### config.mk
export PLATFORM = sky130hd
export DESIGN_NAME = iob_axis_frame_buffer
export DESIGN_NICKNAME = d
export VERILOG_FILES = /design/src/rtl/iob_axis_frame_buffer.sv
export SDC_FILE = /design/constraint.sdc
export NUM_CORES = 1
export LEC_CHECK = 0
export ABC_CLOCK_PERIOD_IN_PS = 6200
export BUFFER_PORTS_ARGS = -buffer_cell sky130_fd_sc_hd__buf_2
export CORE_MARGIN = 1
export CORE_UTILIZATION = 50
export CTS_BUF_LIST = sky130_fd_sc_hd__clkbuf_4
export DETAILED_ROUTE_END_ITERATION = 6
export GPL_TIMING_DRIVEN = 0
export PLACE_DENSITY_LB_ADDON = 0.25
export SLEW_MARGIN = 20
export SYNTH_ARGS = -nofsm -noshare
export SYNTH_HDL_FRONTEND = slang
export SYNTH_SLANG_ARGS = --single-unit
### constraint.sdc
create_clock -name clk_i -period 6.2 [get_ports clk_i]
set_input_delay 0.62 -clock clk_i [delete_from_list [all_inputs] [get_ports clk_i]]
set_output_delay 0.62 -clock clk_i [all_outputs]
set_load 0.02 [all_outputs]
### src/rtl/iob_axis_frame_buffer.sv
`default_nettype none
// ============================================================================
// Module   : iob_axis_frame_buffer
// Brief    : AXI-Stream framing stage. Accepts a programmed number of words
//            into a first-word-fall-through FIFO, re-emits them with tlast on
//            the final stored word, and pulses done_o once the frame drains.
//            Build option IOB_AXIS_FRAME_BUFFER_DROP_EN: when defined, words
//            arriving at a full FIFO are dropped and counted instead of being
//            back-pressured.
// Revision : 1.0 - initial release
// ============================================================================
module iob_axis_frame_buffer #(
    parameter int DATA_W      = 32,
    parameter int FIFO_ADDR_W = 4,
    parameter int LEN_W       = 32
) (
    input  logic                   clk_i,
    input  logic                   arst_n_i,
    input  logic                   cke_i,
    input  logic [LEN_W-1:0]       cfg_len_i,
    input  logic                   cfg_valid_i,
    output logic                   cfg_ready_o,
    output logic                   busy_o,
    output logic                   done_o,
    input  logic [DATA_W-1:0]      s_tdata_i,
    input  logic                   s_tvalid_i,
    output logic                   s_tready_o,
    output logic [DATA_W-1:0]      m_tdata_o,
    output logic                   m_tvalid_o,
    input  logic                   m_tready_i,
    output logic                   m_tlast_o,
    output logic [FIFO_ADDR_W:0]   level_o,
    output logic [15:0]            drop_cnt_o
);

    localparam int c_depth = 2 ** FIFO_ADDR_W;

    localparam logic [1:0] c_st_idle  = 2'd0;
    localparam logic [1:0] c_st_fill  = 2'd1;
    localparam logic [1:0] c_st_drain = 2'd2;

    localparam logic [FIFO_ADDR_W:0]   c_level_full = {1'b1, {FIFO_ADDR_W{1'b0}}};
    localparam logic [FIFO_ADDR_W:0]   c_level_one  = (FIFO_ADDR_W+1)'(1);
    localparam logic [FIFO_ADDR_W-1:0] c_ptr_one    = FIFO_ADDR_W'(1);
    localparam logic [LEN_W-1:0]       c_len_one    = LEN_W'(1);

    logic [1:0]             r_state;
    logic [1:0]             w_state_nxt;
    logic [DATA_W-1:0]      r_mem [c_depth];
    logic [FIFO_ADDR_W-1:0] r_wptr;
    logic [FIFO_ADDR_W-1:0] r_rptr;
    logic [FIFO_ADDR_W:0]   r_level;
    logic [LEN_W-1:0]       r_in_rem;
    logic                   r_done;

    logic w_cfg_ready;
    logic w_busy;
    logic w_s_tready;
    logic w_m_tlast;
    logic w_m_tvalid;
    logic w_full;
    logic w_pop;
    logic w_push;
    logic w_drop;
    logic w_consume;
    logic w_cfg_acc;
    logic w_last_pop;

    // FIFO handshake and frame-progress qualifiers
    assign w_m_tvalid = (r_level != '0);
    assign w_full     = (r_level == c_level_full);
    assign w_pop      = w_m_tvalid & m_tready_i;
    assign w_cfg_acc  = (r_state == c_st_idle) & cfg_valid_i;
    assign w_last_pop = w_pop & (r_state == c_st_drain) & (r_level == c_level_one);
`ifdef IOB_AXIS_FRAME_BUFFER_DROP_EN
    // A full FIFO still takes the word when a pop frees a slot the same cycle
    assign w_drop     = s_tvalid_i & (r_state == c_st_fill) & w_full & ~w_pop;
`else
    assign w_drop     = 1'b0;
`endif
    assign w_push     = s_tvalid_i & w_s_tready & ~w_drop;
    assign w_consume  = w_push | w_drop;

    // FSM state register
    always_ff @(posedge clk_i or negedge arst_n_i) begin
        if (!arst_n_i) begin
            r_state <= c_st_idle;
        end else if (cke_i) begin
            r_state <= w_state_nxt;
        end
    end

    // FSM next-state: frame armed, input counted down, FIFO drained
    always_comb begin
        w_state_nxt = r_state;
        case (r_state)
            c_st_idle: begin
                if (w_cfg_acc && (cfg_len_i != '0)) begin
                    w_state_nxt = c_st_fill;
                end
            end
            c_st_fill: begin
                if (w_consume && (r_in_rem == c_len_one)) begin
                    w_state_nxt = c_st_drain;
                end
            end
            c_st_drain: begin
                if (w_last_pop) begin
                    w_state_nxt = c_st_idle;
                end
            end
            default: w_state_nxt = c_st_idle;
        endcase
    end

    // FSM outputs: config handshake, busy, upstream ready and tlast marking
    always_comb begin
        w_cfg_ready = (r_state == c_st_idle);
        w_busy      = (r_state != c_st_idle);
`ifdef IOB_AXIS_FRAME_BUFFER_DROP_EN
        w_s_tready  = (r_state == c_st_fill);
`else
        w_s_tready  = (r_state == c_st_fill) & ~w_full;
`endif
        w_m_tlast   = w_m_tvalid & (r_state == c_st_drain) & (r_level == c_level_one);
    end

    // FIFO pointers, occupancy, remaining-input counter and done pulse
    always_ff @(posedge clk_i or negedge arst_n_i) begin
        if (!arst_n_i) begin
            r_wptr   <= '0;
            r_rptr   <= '0;
            r_level  <= '0;
            r_in_rem <= '0;
            r_done   <= 1'b0;
        end else if (cke_i) begin
            if (w_push) begin
                r_wptr <= r_wptr + c_ptr_one;
            end
            if (w_pop) begin
                r_rptr <= r_rptr + c_ptr_one;
            end
            case ({w_push, w_pop})
                2'b10:   r_level <= r_level + c_level_one;
                2'b01:   r_level <= r_level - c_level_one;
                default: r_level <= r_level;
            endcase
            if (w_cfg_acc) begin
                r_in_rem <= cfg_len_i;
            end else if ((r_state == c_st_fill) && w_consume) begin
                r_in_rem <= r_in_rem - c_len_one;
            end
            r_done <= (w_cfg_acc && (cfg_len_i == '0)) || w_last_pop;
        end
    end

    // FIFO storage; contents are don't-care until written, so no reset
    always_ff @(posedge clk_i) begin
        if (cke_i && w_push) begin
            r_mem[r_wptr] <= s_tdata_i;
        end
    end

`ifdef IOB_AXIS_FRAME_BUFFER_DROP_EN
    logic [15:0] r_drop_cnt;

    // Saturating dropped-word counter, cleared when a new frame is armed
    always_ff @(posedge clk_i or negedge arst_n_i) begin
        if (!arst_n_i) begin
            r_drop_cnt <= '0;
        end else if (cke_i) begin
            if (w_cfg_acc) begin
                r_drop_cnt <= '0;
            end else if (w_drop && (r_drop_cnt != 16'hFFFF)) begin
                r_drop_cnt <= r_drop_cnt + 16'd1;
            end
        end
    end

    assign drop_cnt_o = r_drop_cnt;
`else
    assign drop_cnt_o = 16'd0;
`endif

    assign cfg_ready_o = w_cfg_ready;
    assign busy_o      = w_busy;
    assign done_o      = r_done;
    assign s_tready_o  = w_s_tready;
    assign m_tdata_o   = r_mem[r_rptr];
    assign m_tvalid_o  = w_m_tvalid;
    assign m_tlast_o   = w_m_tlast;
    assign level_o     = r_level;

endmodule
`default_nettype wire
* Word-level counts from Yosys, hierarchy flattened
Memories as Yosys holds them, arrays and structs flattened.
Cells that the tools add are included.
W data, S select, Z words.
** Operators by class
- Reduce and logical (&&, ||, !) cells :: 18
- Eq/ne operators :: 10
- Bitwise operators :: 9
- $add $sub $neg :: 5
- Muxes and demuxes :: 9
** Operators by type and width (number)
- $mux W32 :: 2
- $eq A32 B1 Y1 const B :: 1
- $logic_not A32 Y1 :: 1
- $reduce_bool A32 Y1 :: 1
- $sub A32 B1 Y32 const B :: 1
- $pmux W5 S2 :: 1
- $add A4 B1 Y4 const B :: 2
- $and A1 B1 Y1 :: 8
- $reduce_and A2 Y1 :: 4
- $mux W2 :: 3
- $pmux W2 S3 :: 1
- $reduce_bool A2 Y1 :: 3
- $add A5 B1 Y5 const B :: 1
- $eq A5 B1 Y1 const B :: 1
- $eq A5 B5 Y1 const B :: 1
- $logic_and A1 B1 Y1 :: 5
- $reduce_bool A5 Y1 :: 1
- $sub A5 B1 Y5 const B :: 1
- $eq A2 B1 Y1 const B :: 2
- $eq A2 B2 Y1 const B :: 2
- $ne A2 B2 Y1 const B :: 2
- $reduce_and A4 Y1 :: 1
- $logic_not A2 Y1 :: 1
- $mux W1 :: 2
- other kinds (3) :: 3
** Word-level totals
- Output and inout bits :: 59
- Bits in writable memories :: 512
- Register bits after elaboration :: 48
- Word-level logic and storage cells :: 58
- Memories kept :: 1
- Input port bits :: 70
** Memory list
- r_mem :: words 16, width 32, rd ports 1, clocked after Yosys merged registers in 0, wr ports 1, line 49 : logic [DATA_W-1:0] r_mem [c_depth];

* Logic depth before layout (Yosys ltp)
Gate-level depths: netlist of the first run.
- Word-level depth :: 7
- Mapped depth :: 9

* Worst setup path after synthesis of the first run
OpenSTA, ideal clock, no wires.
- Path kind :: register -> register
- Start :: register r_level[0], in the netlist level_o[0]
- End :: memory r_mem[3][0], enable pin
- Clock period less this slack :: 4.562 ns
- Arrival time :: 4.101 ns
- Cell stages (with the launch flop) :: 9
- Path slack :: 1.638 ns
- Cells stage by stage :: dfrtp_1 inv_1 ha_1 and4bb_2 nor3b_4 and2_1 buf_2 nand2_1 nor3_1
** On the way
- Cells in the longest elaborated chain, start to end :: 7
** RTL lines
- start, declared :: line 52 : logic [FIFO_ADDR_W:0] r_level;
- start signal, assigned :: line 144 : 2'b10: r_level <= r_level + c_level_one;
- start signal, assigned :: line 145 : 2'b01: r_level <= r_level - c_level_one;
- start signal, assigned :: line 146 : default: r_level <= r_level;
- $eq A5 B5 Y1 :: line 71 : assign w_full = (r_level == c_level_full);
- $not A1 Y1 :: line 123 : w_s_tready = (r_state == c_st_fill) & ~w_full;
- $and A1 B1 Y1 :: line 123
- $and A1 B1 Y1 :: line 81 : assign w_push = s_tvalid_i & w_s_tready & ~w_drop;
- $logic_and A1 B1 Y1 :: line 159 : if (cke_i && w_push) begin
- $mux W1 :: line 159
- $mux W1 (not written as such) :: line 160 : r_mem[r_wptr] <= s_tdata_i;
- end, declared :: line 49
Every way passes these cells.

* Worst setup path in the final report of the first run
- Start :: register r_rptr[1]
- End :: output port m_tdata_o[15]
** On the way
- Cells in the longest elaborated chain, start to end :: 1
** RTL lines
- start, declared :: line 51 : logic [FIFO_ADDR_W-1:0] r_rptr;
- start signal, assigned :: line 141 : r_rptr <= r_rptr + c_ptr_one;
- $mem_v2 Z16 W32
- end, declared :: line 28 : output logic [DATA_W-1:0] m_tdata_o,
Every way passes these cells.

==> qor.yml, run 1 <==
vdd.ir_drop.worst_uv: 213
synth-seq-cells: 560
leakage_uw: 0.00910
synth-edff-count: 512
wl_per_cell_um: 23.9
async_flop_share_pct: 8.57
status: "completed"
slew_headroom_pct: 31.6
clk_pin_slew_worst_paths_ns: 0.07
die_h_um: 215
grt_setup_unrepaired: "no"
period_share_pct: 70.4
drive_gt1_share_pct: 38.0
firstDrtPassIters: 7
yosys.cell_types.count: 67
min_period_ns: 4.36
numCtsBuffers: 143
worstPathArrival_ns: 3.74
clk_latency_ns: 0.92
swShare_pct: 31.3
start_kind: "register"
drc: 0
gp_congestion: 0.872
final_cell_mix: "edfxtp_1 (512), clkbuf_4 (208), mux4_2 (160)"
critPathKind: "reg -> out"
crit_chain: "clkbuf_1 -> clkbuf_1 -> mux4_2 -> mux4_2 -> buf_2"
dpl_worst_slack_ns: 2.60
postSynthAreaPerCell_um2: 20.2
syn_inst: 1120
p_per_area_nw_per_um2: 409
syn_area_um2: 22600
cts-root-buf: "clkbuf_4"
num-nets-final: 1547
hold_path.class: "in -> reg"
drt_wl_total_um: 51600
gr-total-overflow: 0
dr.first_iter.drc_count: 1243
power.switching_uw: 3420
crit_fanout: 10
dp_hpwl_um: 31400
grt_pass1_wl_um: 77700
portBuffers: 111
synth_mux_area_share_pct: 16.0
route.vias.total: 12482
viasPerCell: 5.79
area_growth_pct: 18.0
die_area_um2: 46100
clock_path_buffers: 3
cap_violations: 0
grt_max_degree: 49
finClkSkew_ns: 0.0445
worstMarginPinSlew_ns: 1.03
finalSetupViolCount: 0
setup_slack_ns: 1.84
htreeDepth: 4
core_region_area_um2: 44400
ys_seq_area_share_pct: 73.3
start_util_pct: 50.9
max_freq_mhz: 229
cp_slowest_cell: "clkbuf_1"
crit_path_end_kind: "output pin"
synth_top_area_share_pct: 68.0
cts_resized: 0
cts_tree: "done"
synthTopCellsByArea: "edfxtp_1 (68%), mux4_2 (16%), dfrtp_1 (5.3%)"
ant_nets: 0
cp.required_ns: 5.58
comb_power_share_pct: 31.1
synth_top_family_by_area: "multiplexers"
final_common_cell: "edfxtp_1"
synth_compound_area_share_pct: 2.74
io_pins: 129
synth_simple_gate_area_share_pct: 4.88
cts_sinks: 560
internal_power_uw: 7510
antenna_found_initial: 2
cp_slowest_stage_delay_ns: 0.76
clockPowerShare_pct: 27.3
grt_pass1_vias: 13081
power_uw: 10900
globalRouteTotalUtil_pct: 23.2
synthAdderAreaFrac_pct: 0.664
tns_ns: 0
hold_viol_final: 0
synth_flop_cell: "edfxtp_1"
synth_xor_area_share_pct: 0.426
placementRows: 77
p_seq_share_pct: 41.7
place_area_um2: 24400
drv_slew: 0
die_w_um: 215
finalInstanceArea_um2: 26700
yosys_warnings: 0
synth_area_leader_cell: "edfxtp_1"
registers in the layout, indices dropped and copies added, names as in the netlist:
register  cells
r_mem       512
done_o        1
r_wptr        4
level_o       5
r_rptr        4
r_state       2
r_in_rem     32
synth_stat cells (4+ instances only):
library cell,number
buf_4,16
o22ai_1,6
clkbuf_8,5
nor2_1,44
buf_1,8
ha_1,12
inv_1,8
buf_2,15
and3_1,18
nand2_1,30
nor4_1,14
mux4_2,160
o211ai_1,4
nor3_1,12
nor2b_1,5
and2_1,5
nand4_1,15
dfrtp_1,48
nor4_2,4
xor2_1,5
a21oi_1,29
clkbuf_1,30
nand3_1,14
a31oi_1,5
o22a_1,5
or3_1,8
edfxtp_1,512
o21ai_0,17
xnor2_1,6
a2bb2oi_1,6
nand4b_1,4
timing repair:
item,4_1_cts,5_1_grt
hold endpoints to repair,421,0
setup buffers,0,0
hold buffers,54,0
power by group through the flow:
stage | Sequential [µW] | Clock, µW | Combinational, µW
after floorplan | 4610 | 0 | 2330
after global placement | 4620 | 0 | 3330
after detailed placement | 4620 | 0 | 3410
after CTS | 4550 | 3050 | 3440
after global routing | 4580 | 3240 | 3610
final | 4550 | 2980 | 3390
final timing paths:
kind / start / endpoint / slack, ns / cells after the start
max: r_rptr[1] / m_tdata_o[15] / 1.84 / 5
min: cfg_len_i[15] / r_in_rem[15] / 0.10 / 3
max in group asynchronous: arst_n_i / r_in_rem[1] / 5.42 / 2
max reg2reg: level_o[0] / r_mem[3][9] / 2.56 / 10
min reg2reg: level_o[4] / level_o[4] / 0.50 / 1
min in group asynchronous: arst_n_i / r_in_rem[11] / 0.28 / 2
critical path: cells and delay by family (launching register included):
family                 cells  cell delay [ns]
buffers and inverters      3             1.43
flip-flops                 1             0.43
multiplexers               2             0.96
cells by family after synthesis:
family	Yosys count
xor gates and xnor gates	11
AOI/OAI and AO/OA	95
DFF	560
and+or+nand+nor	197
buffers and inverters	82
muxes	162
adders and majority gates	12
other	1
metrics by stage:
| stage | std cells | hold WS (ns) | util (%) |
|---|---|---|---|
| 6_report | 2154 | 0.100 | 60.1 |
| 3_3_place_gp | 1838 | 0.492 | 54.0 |
| 4_1_cts | 2149 | 0.00258 | 60.0 |
| 2_1_floorplan | 1135 | 0.324 | - |
| 3_5_place_dp | 1858 | 0.493 | 54.9 |
| 5_1_grt | 2151 | 0.0587 | 60.0 |
routing by layer:
metal	GRT usage [%]	wire length (µm)	up-vias
met4	8.76	1000	0
met1	30.8	20800	6440
met5	0	0	-
li1	-	-	5446
met3	5.15	3510	76
met2	37.9	26200	520
cell type report:
type                    instances  area, µm²
diodes                          5       12.5
plain buffers                  74        410
clock buffers                 208       1560
clock inverters                29        159
fillers                      3281      17700
inverters                       8       30.0
multi-input cells             493       5690
flip-flops and latches        560      16600
well taps                     592        741
repair buffers                185       1500
(Power assumes the default switching activity.)
==> run 2: changes to the inputs <==
--- a/config.mk
+++ b/config.mk
@@ -5,7 +5,7 @@
 export SDC_FILE = /design/constraint.sdc
 export NUM_CORES = 1
 export LEC_CHECK = 0
-export ABC_CLOCK_PERIOD_IN_PS = 6200
+export ABC_CLOCK_PERIOD_IN_PS = 4450
 export BUFFER_PORTS_ARGS = -buffer_cell sky130_fd_sc_hd__buf_2
 export CORE_MARGIN = 1
 export CORE_UTILIZATION = 50
==> constraint.sdc (replaced) <==
create_clock -name clk_i -period 4.45 [get_ports clk_i]
set_input_delay 0.445 -clock clk_i [delete_from_list [all_inputs] [get_ports clk_i]]
set_output_delay 0.445 -clock clk_i [all_outputs]
set_load 0.02 [all_outputs]
==> qor.yml, run 2 (synthesis gave the netlist of run 1 again) <==
drc: 0  # unchanged
gp_congestion: 0.891  # +2.2%
cp_num_buf_inv: 3  # unchanged
finClkSkew_ns: 0.0413  # -0.00320 ns
largest_reg_flops: 512  # unchanged
crit_fanout: 10  # unchanged
drv_slew: 0  # unchanged
gr-total-overflow: 0  # unchanged
numCtsBuffers: 141  # -1.4%
min_period_ns: 4.11
grt_pass1_wl_um: 78000  # +0.36%
cts_tree: "done"
die_w_um: 215  # unchanged
p_per_area_nw_per_um2: 570  # +39%
grt_pass1_vias: 13162  # +0.62%
die_h_um: 215  # unchanged
critPathKind: "reg -> out"
status: "completed"
comb_power_share_pct: 30.9  # -0.2 points
ant_nets: 0  # unchanged
regMostFlops: "r_mem"
leakage_uw: 0.00909  # about the same
dp_cells: 1850  # -0.43%
die_area_um2: 46100  # unchanged
drt_wl_total_um: 51400  # -0.37%
finalSetupViolCount: 0  # unchanged
hold_viol_final: 0  # unchanged
io_pins: 129  # unchanged
final_cell_mix: "edfxtp_1 (512), clkbuf_4 (203), mux4_2 (160)"
clk_pin_slew_worst_paths_ns: 0.06  # about the same
path_delay_family: "buffers and inverters"
power.switching_uw: 4720  # +38%
worstMarginPinSlew_ns: 1.02  # -0.000923 ns
dr.first_iter.drc_count: 1235  # -0.64%
clockPowerShare_pct: 27.5  # +0.2 points
core_region_area_um2: 44400  # unchanged
internal_power_uw: 10500  # +40%
vdd.ir_drop.worst_uv: 320  # +50%
grt.met3_usage_pct: 5.99  # +0.84 points
globalRouteMet2Util_pct: 36.6  # -1.3 points
slew_headroom_pct: 31.7  # +0.062 points
period_share_pct: 92.4
drive_gt1_share_pct: 36.5  # -1.4 points
tns_ns: 0  # unchanged
cp_slowest_cell: "clkbuf_1"
r2r_cells: 10  # unchanged
start_util_pct: 50.9  # unchanged
start_kind: "register"
clock_path_buffers: 3  # unchanged
portBuffers: 111  # unchanged
final_common_cell: "edfxtp_1"
globalRouteTotalUtil_pct: 23.2  # about the same
cap_violations: 0  # unchanged
antenna_found_initial: 3  # +1
max_freq_mhz: 243
htreeDepth: 4  # unchanged
finalNonFillerCells: 2155  # +0.046%
firstDrtPassIters: 7  # unchanged
cp.required_ns: 4.01  # -1.57 ns
worstPathArrival_ns: 3.67  # -0.07 ns
viasPerCell: 5.80  # +0.11%
num-nets-final: 1554  # +0.45%
area_growth_pct: 18.2
hold_path.class: "in -> reg"
grt_max_degree: 49  # unchanged
p_seq_share_pct: 41.7  # about the same
wl_per_cell_um: 23.8  # -0.41%
top_usage_layer: "met2"
clk_latency_ns: 0.93  # about the same
cts-root-buf: "clkbuf_4"
min_path_cells: 3  # unchanged
placementRows: 77  # unchanged
route.vias.total: 12501  # +0.15%
power_uw: 15200  # +39%
crit_chain: "clkbuf_1 -> clkbuf_1 -> mux4_2 -> mux4_2 -> buf_2"
dp_hpwl_um: 29700  # -5.2%
cp_slowest_stage_delay_ns: 0.73  # -0.03 ns
cp.depth: 5  # unchanged
grt_util_met1_pct: 31.3  # +0.52 points
crit_path_end_kind: "output pin"
swShare_pct: 31.0  # -0.29 points
grt_setup_unrepaired: "no"
cts_sinks: 560  # unchanged
cts_setup_buffers: 0  # unchanged
[run 2: cell count changes in the layout (fill, tap and decap cells not counted), sizes merged]
cell	before	now
clkbuf	245	239
dlygate4sd3	54	71
bufinv	1	3
inv	13	11
buf	168	161
clkinv	19	20
clkinvlp	4	0
[run 2: area by class of cell]
class | instances | area (µm²)
Antenna cell | 5 | 12.5
Tap cell | 592 | 741
Timing Repair Buffer | 194 | 1540
Multi-Input combinational cell | 493 | 5710
Sequential cell | 560 | 16600
Buffer | 74 | 410
Fill cell | 3260 | 17700
Clock inverter | 26 | 179
Clock buffer | 203 | 1520
Inverter | 8 | 30.0
[run 2: what timing repair did]
item,in CTS,in global routing
hold endpoints to repair,595,0
gates resized for setup,0,0
hold buffers,71,0
setup endpoints to repair,0,0
[run 2: worst paths after layout]
path,end,startpoint,slack (ns)
min in group asynchronous,done_o,arst_n_i,0.11
hold / removal,r_state[0],cke_i,0.09
max in group asynchronous,r_wptr[3],arst_n_i,3.87
hold reg to reg,level_o[4],level_o[4],0.51
setup / recovery,m_tdata_o[25],r_rptr[1],0.34
setup reg to reg,r_mem[3][24],level_o[0],0.98
[run 2: tightest hold or removal path: cells and delay by family]
family	cells	cell delay [ns]
buf+inv	1	0.19
compound gates	2	0.35
[run 2: power by group through the flow]
stage                     Clock, µW  Combinational, µW  Sequential (µW)
final                          4180               4700             6340
after global routing           4540               5020             6380
after CTS                      4280               4780             6340
after detailed placement          0               4720             6450
after global placement            0               4640             6440
after floorplan                   0               3250             6420
[run 2: metal layers]
layer / wire [µm] / vias up
met2: 25200 / 579
li1: - / 5442
met3: 3810 / 84
met5: 0 / -
met1: 21300 / 6396
met4: 1070 / 0
[run 2: per-stage QoR]
stage | hold WS (ns) | cell area, µm² | utilization [%] | setup slack [ns]
global route | 0.0854 | 26700 | 60.2 | 0.0899
floorplan | 0.149 | 22700 | - | 0.868
global placement | 0.500 | 24000 | 54.0 | -1.01
detailed placement | 0.496 | 24300 | 54.7 | 0.996
CTS | 0.00522 | 26700 | 60.1 | 0.218
finish | 0.0924 | 26700 | 60.2 | 0.338
